## src/rtl/filt_n.sv

```systemverilog
// filt_n: N-channel debounce/glitch filter with hysteresis.
// Each channel keeps a registered level and a run counter of consecutive
// ce-sampled values that differ from that level. The level flips once the
// run reaches RISE (asserting) or FALL (deasserting) samples; any matching
// sample cancels the run. rise/fall are one-cycle strobes issued on the
// same edge the level flips.
module filt_n #(
  parameter int   N    = 1,
  parameter int   RISE = 3,
  parameter int   FALL = 3,
  parameter logic INIT = 1'b0
) (
  input  logic         clk,
  input  logic         rst,
  input  logic         ce,
  input  logic         clr,
  input  logic [N-1:0] i,
  output logic [N-1:0] y,
  output logic [N-1:0] rise,
  output logic [N-1:0] fall
);

  localparam int MAX_TH = (RISE > FALL) ? RISE : FALL;
  localparam int CW     = (MAX_TH > 1) ? $clog2(MAX_TH) : 1;

  // Terminal counts: the run counter holds TH-1 when the TH-th differing
  // sample arrives, so the flip happens on that sampling edge.
  localparam logic [CW-1:0] RISE_LAST = CW'(RISE - 1);
  localparam logic [CW-1:0] FALL_LAST = CW'(FALL - 1);

  logic [N-1:0]  y_q, y_d;
  logic [N-1:0]  rise_q, rise_d;
  logic [N-1:0]  fall_q, fall_d;
  logic [CW-1:0] cnt_q [N];
  logic [CW-1:0] cnt_d [N];

  // Next-state: clear beats sample-enable, which beats hold; strobes
  // default low so they last exactly one clock.
  always_comb begin
    y_d    = y_q;
    rise_d = '0;
    fall_d = '0;
    for (int k = 0; k < N; k++) begin
      cnt_d[k] = cnt_q[k];
    end
    if (clr) begin
      y_d = {N{INIT}};
      for (int k = 0; k < N; k++) begin
        cnt_d[k] = '0;
      end
    end else if (ce) begin
      for (int k = 0; k < N; k++) begin
        if (i[k] == y_q[k]) begin
          cnt_d[k] = '0;
        end else if (cnt_q[k] == (y_q[k] ? FALL_LAST : RISE_LAST)) begin
          y_d[k]    = i[k];
          cnt_d[k]  = '0;
          rise_d[k] = i[k];
          fall_d[k] = ~i[k];
        end else begin
          cnt_d[k] = cnt_q[k] + 1'b1;
        end
      end
    end
  end

  // State registers with asynchronous reset to the initial level.
  always_ff @(posedge clk or posedge rst) begin
    if (rst) begin
      y_q    <= {N{INIT}};
      rise_q <= '0;
      fall_q <= '0;
      for (int k = 0; k < N; k++) begin
        cnt_q[k] <= '0;
      end
    end else begin
      y_q    <= y_d;
      rise_q <= rise_d;
      fall_q <= fall_d;
      for (int k = 0; k < N; k++) begin
        cnt_q[k] <= cnt_d[k];
      end
    end
  end

  assign y    = y_q;
  assign rise = rise_q;
  assign fall = fall_q;

endmodule

```

## config.mk

```make
export PLATFORM = sky130hd
export DESIGN_NAME = filt_n
export DESIGN_NICKNAME = d
export VERILOG_FILES = /design/src/rtl/filt_n.sv
export SDC_FILE = /design/constraint.sdc
export NUM_CORES = 1
export LEC_CHECK = 0
export CAP_MARGIN = 20
export CORE_AREA = 8 8 45 47
export CTS_CLUSTER_SIZE = 30
export DETAILED_ROUTE_END_ITERATION = 6
export DIE_AREA = 0 0 53 55
export GPL_TIMING_DRIVEN = 0
export PLACE_DENSITY = 0.45
export SETUP_SLACK_MARGIN = 0.2
export SYNTH_ARGS = -nofsm -noshare
export SYNTH_HDL_FRONTEND = slang
export SYNTH_SLANG_ARGS = --single-unit
```

## constraint.sdc

```tcl
create_clock -name clk -period 1.2 [get_ports clk]
set_clock_uncertainty 0.2 [all_clocks]
set_input_delay 0.24 -clock clk [delete_from_list [all_inputs] [get_ports clk]]
set_output_delay 0.24 -clock clk [all_outputs]
set_load 0.1 [all_outputs]
```

# ---- Yosys cells after proc, flatten, opt, wreduce, memory -nomap -nowiden
# Index checks and enable logic that the tools add are counted.
dict set report word_totals {
  inputBits 5
  reg_bits 5
  out_inout_bits 3
}
dict set report op_classes {
  n_mux 16
  n_reduce_logical 3
  bitwise 1
  n_eq_ne 3
  addsub 1
}
# operator count
set op_table {}
lappend op_table {{2-to-1 mux 1 bit} 12}
lappend op_table {{2-to-1 mux 2 bit} 4}
lappend op_table {{nonzero test 2 bit} 2}
lappend op_table {{AND reduction 3 bit} 1}
lappend op_table {{adder 2 x 1 -> 2 bit (second input constant)} 1}
lappend op_table {{== test 2 bit (second input constant)} 1}
lappend op_table {{!= test 2 bit (second input constant)} 1}
lappend op_table {{== test 1 bit} 1}
lappend op_table {{inverter 1 bit} 1}

# ---- Logic depth before layout (Yosys ltp)
dict set report logic_depth {
  depth_word 5
  depth_mapped 2
  mapped_depth_nobuf 2
}

# ---- Worst setup path before layout
# No wires, ideal clock.
dict set report synth_timing {
  path_kind {flip-flop to flip-flop}
  start {register y_q (netlist: y)}
  end {register cnt_q[0] in the netlist's numbering}
  setup_time_ps 135
  arrival_ps 1270
  period_less_slack_ps 1605
  stages_incl_launch_ff 3
  setup_slack_ps -405
  path_cell_list {dfrtp_1 > xnor2_1 > o32ai_1}
}
dict set report synth_between {
  elab_chain_len 4
}
# item line
set synth_rtl {}
lappend synth_rtl {{from (decl)} 31} ;# logic [N-1:0] y_q, y_d;
lappend synth_rtl {{from (signal assigned)} 70} ;# y_q <= {N{INIT}};
lappend synth_rtl {{from (signal assigned)} 77} ;# y_q <= y_d;
lappend synth_rtl {{== test 1 bit} 53} ;# if (i[k] == y_q[k]) begin
lappend synth_rtl {{2-to-1 mux 2 bit} 53}
lappend synth_rtl {{2-to-1 mux 2 bit} 51} ;# end else if (ce) begin
lappend synth_rtl {{2-to-1 mux 2 bit} 46} ;# if (clr) begin
lappend synth_rtl {{to (signal, indexed assignment)} 81} ;# cnt_q[k] <= cnt_d[k];
lappend synth_rtl {{to (decl)} 34} ;# logic [CW-1:0] cnt_q [N];
# Every way passes these cells. The select of a mux whose other input is x is not followed.
# A chain may end at the register's enable or synchronous reset.

# ---- Final worst setup path
dict set report layout_timing {
  start {register y_q (netlist: y)}
  end {output port y}
}
# item line
set layout_lines {}
lappend layout_lines {{to (decl)} 18} ;# output logic [N-1:0] y,
# No word-level cell between the ends.

==> results.toml <==
[outcome]
status = "complete, but fails checks"
violations = "negative setup slack"

[routing]
drtIter0Drc = 0
route.vias.total = 210
drt_drc_violations_left = 0
vias_per_cell = 4.20
wirelength_um = 588
drt.antenna.violating_nets = 0
detail_route.first_pass.iterations = 1
wire_per_inst_um = 11.8

[worst_setup_path]
endpoint_class_of_the_critical_path = "output port"
worstPathRequired_ps = 760
worst-path-buf-inv = 1
critPathArrivalTime_ps = 900
critical_path_peak_fanout = 2
timing_worst_setup_path_type = "register to output port"
critPathSlowestCell = "sky130_fd_sc_hd__dfrtp_4"
cp_top_family = "flip-flops"
largest_stage_delay_on_the_critical_path_ps = 490
critPathLaunchType = "register"
path_cells = "buf_12"

[sta]
achievable-frequency_ghz = 0.746
timing_hold_violations_final = 0
finalWorstPathRequiredPeriod_ps = 1340
layout_worst_path_cycle_share_pct = 112
slew_at_the_pin_with_the_worst_max_slew_slack_ps = 322
rsz0062_at_grt = "true"
final.setup.worst_slack_ps = -141
setup_viol = 8
final_max_slew_viol_count = 0
hold_ws_ps = 4.34
slew-limit-headroom_pct = 78.5

[cts]
cts.root.buffer_cell = "sky130_fd_sc_hd__clkbuf_4"
cts_made_buffers = 3
postCtsHoldBufs = 0
clk_pin_slew_worst_paths_ps = 40
cts_tree = "done"
htree_num_levels = 1
worstSkewPairLatency_ps = 240
clock_sink_count = 5
cts-root-to-sink-buffers = 2

[floorplanning]
initial_core_utilization_pct = 16.7
row_count = 14
die_width_um = 53
die-area_um2 = 2920
die_h_um = 55
coreArea_um2 = 1380
io_pins = 8

[pwr]
comb_power_share_pct = 13.5
net_switching_share_of_the_total_power_pct = 22.6
max_rail_drop_vdd_uv = 307
p_int_mw = 0.330
sequentialPowerShare_pct = 41.1
netSwitchingPower_mw = 0.0963
power.total_mw = 0.426
p_per_area_nw_per_um2 = 898
power.static_leakage_nw = 0.187
power.share.clock_pct = 45.4

[yosys]
synth_seq_cells = 5
synthTopCellsByArea = "sky130_fd_sc_hd__dfrtp_1, sky130_fd_sc_hd__nor4b_1, sky130_fd_sc_hd__o32ai_1"
synth.cell_area_um2 = 231
syn_inst = 19
synth_seq_area_share_pct = 54.1
post_synth.cell_area_avg_um2 = 12.2
yosysTopAreaCellShare_pct = 54.1
syn-num-nets = 24
synth_cell_type_count = 10
yosys.area.top_type = "sky130_fd_sc_hd__dfrtp_1"
synth-warning-count = 0

[grt]
grt_start_max_net_pins = 9
antenna_found_initial = 0
first_global_vias = 216
grt_first_pass_wirelength_um = 876
grt-ovfl-total = 0
global_route_usage_over_all_layers_pct = 4.67

[layout]
fin_nets = 40
fraction_of_layout_cells_with_a_size_suffix_above_1_pct = 55.9
areaGrowthSynthToFinish_pct = 105
fill_cells = 136
mostFrequentLayoutCells = "sky130_fd_sc_hd__inv_1, sky130_fd_sc_hd__clkbuf_4, sky130_fd_sc_hd__dfrtp_4, sky130_fd_sc_hd__buf_12"
final_util_pct = 34.3
num_antenna_cells = 0

[placement]
buffer_ports.inserted = 7
place.detailed.hpwl_um = 443
gpl.final_weighted_congestion = 0.658

[job]
maxCapViolCount = 0

[worst_hold_path]
worstHoldPathType = "input port to asynchronous set/reset pin"
==> routing by layer <==
metal,wire [um],GRT usage [%],up-vias
met1,211,3.23,104
met4,0,6.47,0
met2,366,7.81,3
met3,10,2.41,0
met5,0,0,-
li1,-,-,103
==> synth_stat cells <==
cell type and n:
sky130_fd_sc_hd__dfrtp_1 5, sky130_fd_sc_hd__inv_1 3, sky130_fd_sc_hd__mux2i_1 1, sky130_fd_sc_hd__nand2b_1 2, sky130_fd_sc_hd__nand3b_1 1, sky130_fd_sc_hd__nand4bb_1 1
sky130_fd_sc_hd__nor4b_1 2, sky130_fd_sc_hd__o32ai_1 2, sky130_fd_sc_hd__or4b_1 1, sky130_fd_sc_hd__xnor2_1 1
==> power by group through the flow <==
stage | logic, mW | registers [mW] | clock network, mW
detailed placement | 0.0419 | 0.178 | 0
CTS | 0.0546 | 0.175 | 0.199
finish | 0.0576 | 0.175 | 0.193
floorplan | 0.0160 | 0.180 | 0
global placement | 0.0402 | 0.178 | 0
global route | 0.0621 | 0.175 | 0.208
==> kinds of logic after synthesis <==
kind of cell    Yosys count  synth area share (%)
simple gates              7                  25.4
flops                     5                  54.1
buf+inv                   3                  4.86
compound gates            2                  7.57
xor+xnor                  1                  3.78
mux                       1                  4.32
==> area by class of cell <==
cell class | instances | area (um2) | share of cell area, %
inverter | 3 | 11.3 | 2.37
tap | 16 | 20.0 | 4.22
sequential | 5 | 136 | 28.8
timing repair buffer | 11 | 135 | 28.5
clock buffer | 4 | 26.3 | 5.54
multi-input combinational | 11 | 145 | 30.6
==> through the flow <==
step	worst slack, ps	setup TNS, ps	std cells	cell area (um2)
2_1_floorplan	-71.4	-76.2	19	263
3_3_place_gp	-819	-3920	42	353
3_5_place_dp	-819	-4100	42	353
4_1_cts	-149	-576	49	455
5_1_grt	-165	-991	50	474
6_report	-141	-720	50	474
==> path summary, 6_finish.rpt <==
path	slack, ps	start	end	cells after the start
hold / removal	4	rst	y	2
min in group clk	240	ce	cnt_q[1]	2
setup / recovery	-140	y	y	1
setup reg to reg	-130	cnt_q[1]	cnt_q[0]	2
max in group asynchronous	600	rst	fall	2
hold reg to reg	400	cnt_q[0]	cnt_q[0]	2
==> state kept, by name (all words and copies together), names as in the netlist <==
| name | cells |
|---|---|
| rise | 1 |
| fall | 1 |
| cnt_q | 2 |
| y | 1 |
==> what timing repair did <==
| item | in CTS | in global routing |
|---|---|---|
| pin swaps | 2 | 0 |
| gates resized for setup | 33 | 2 |
| setup endpoints to repair | 8 | 8 |
| endpoints found under the hold margin | 0 | 0 |
| buffers inserted | 3 | 1 |
(Power assumes the default switching activity.)
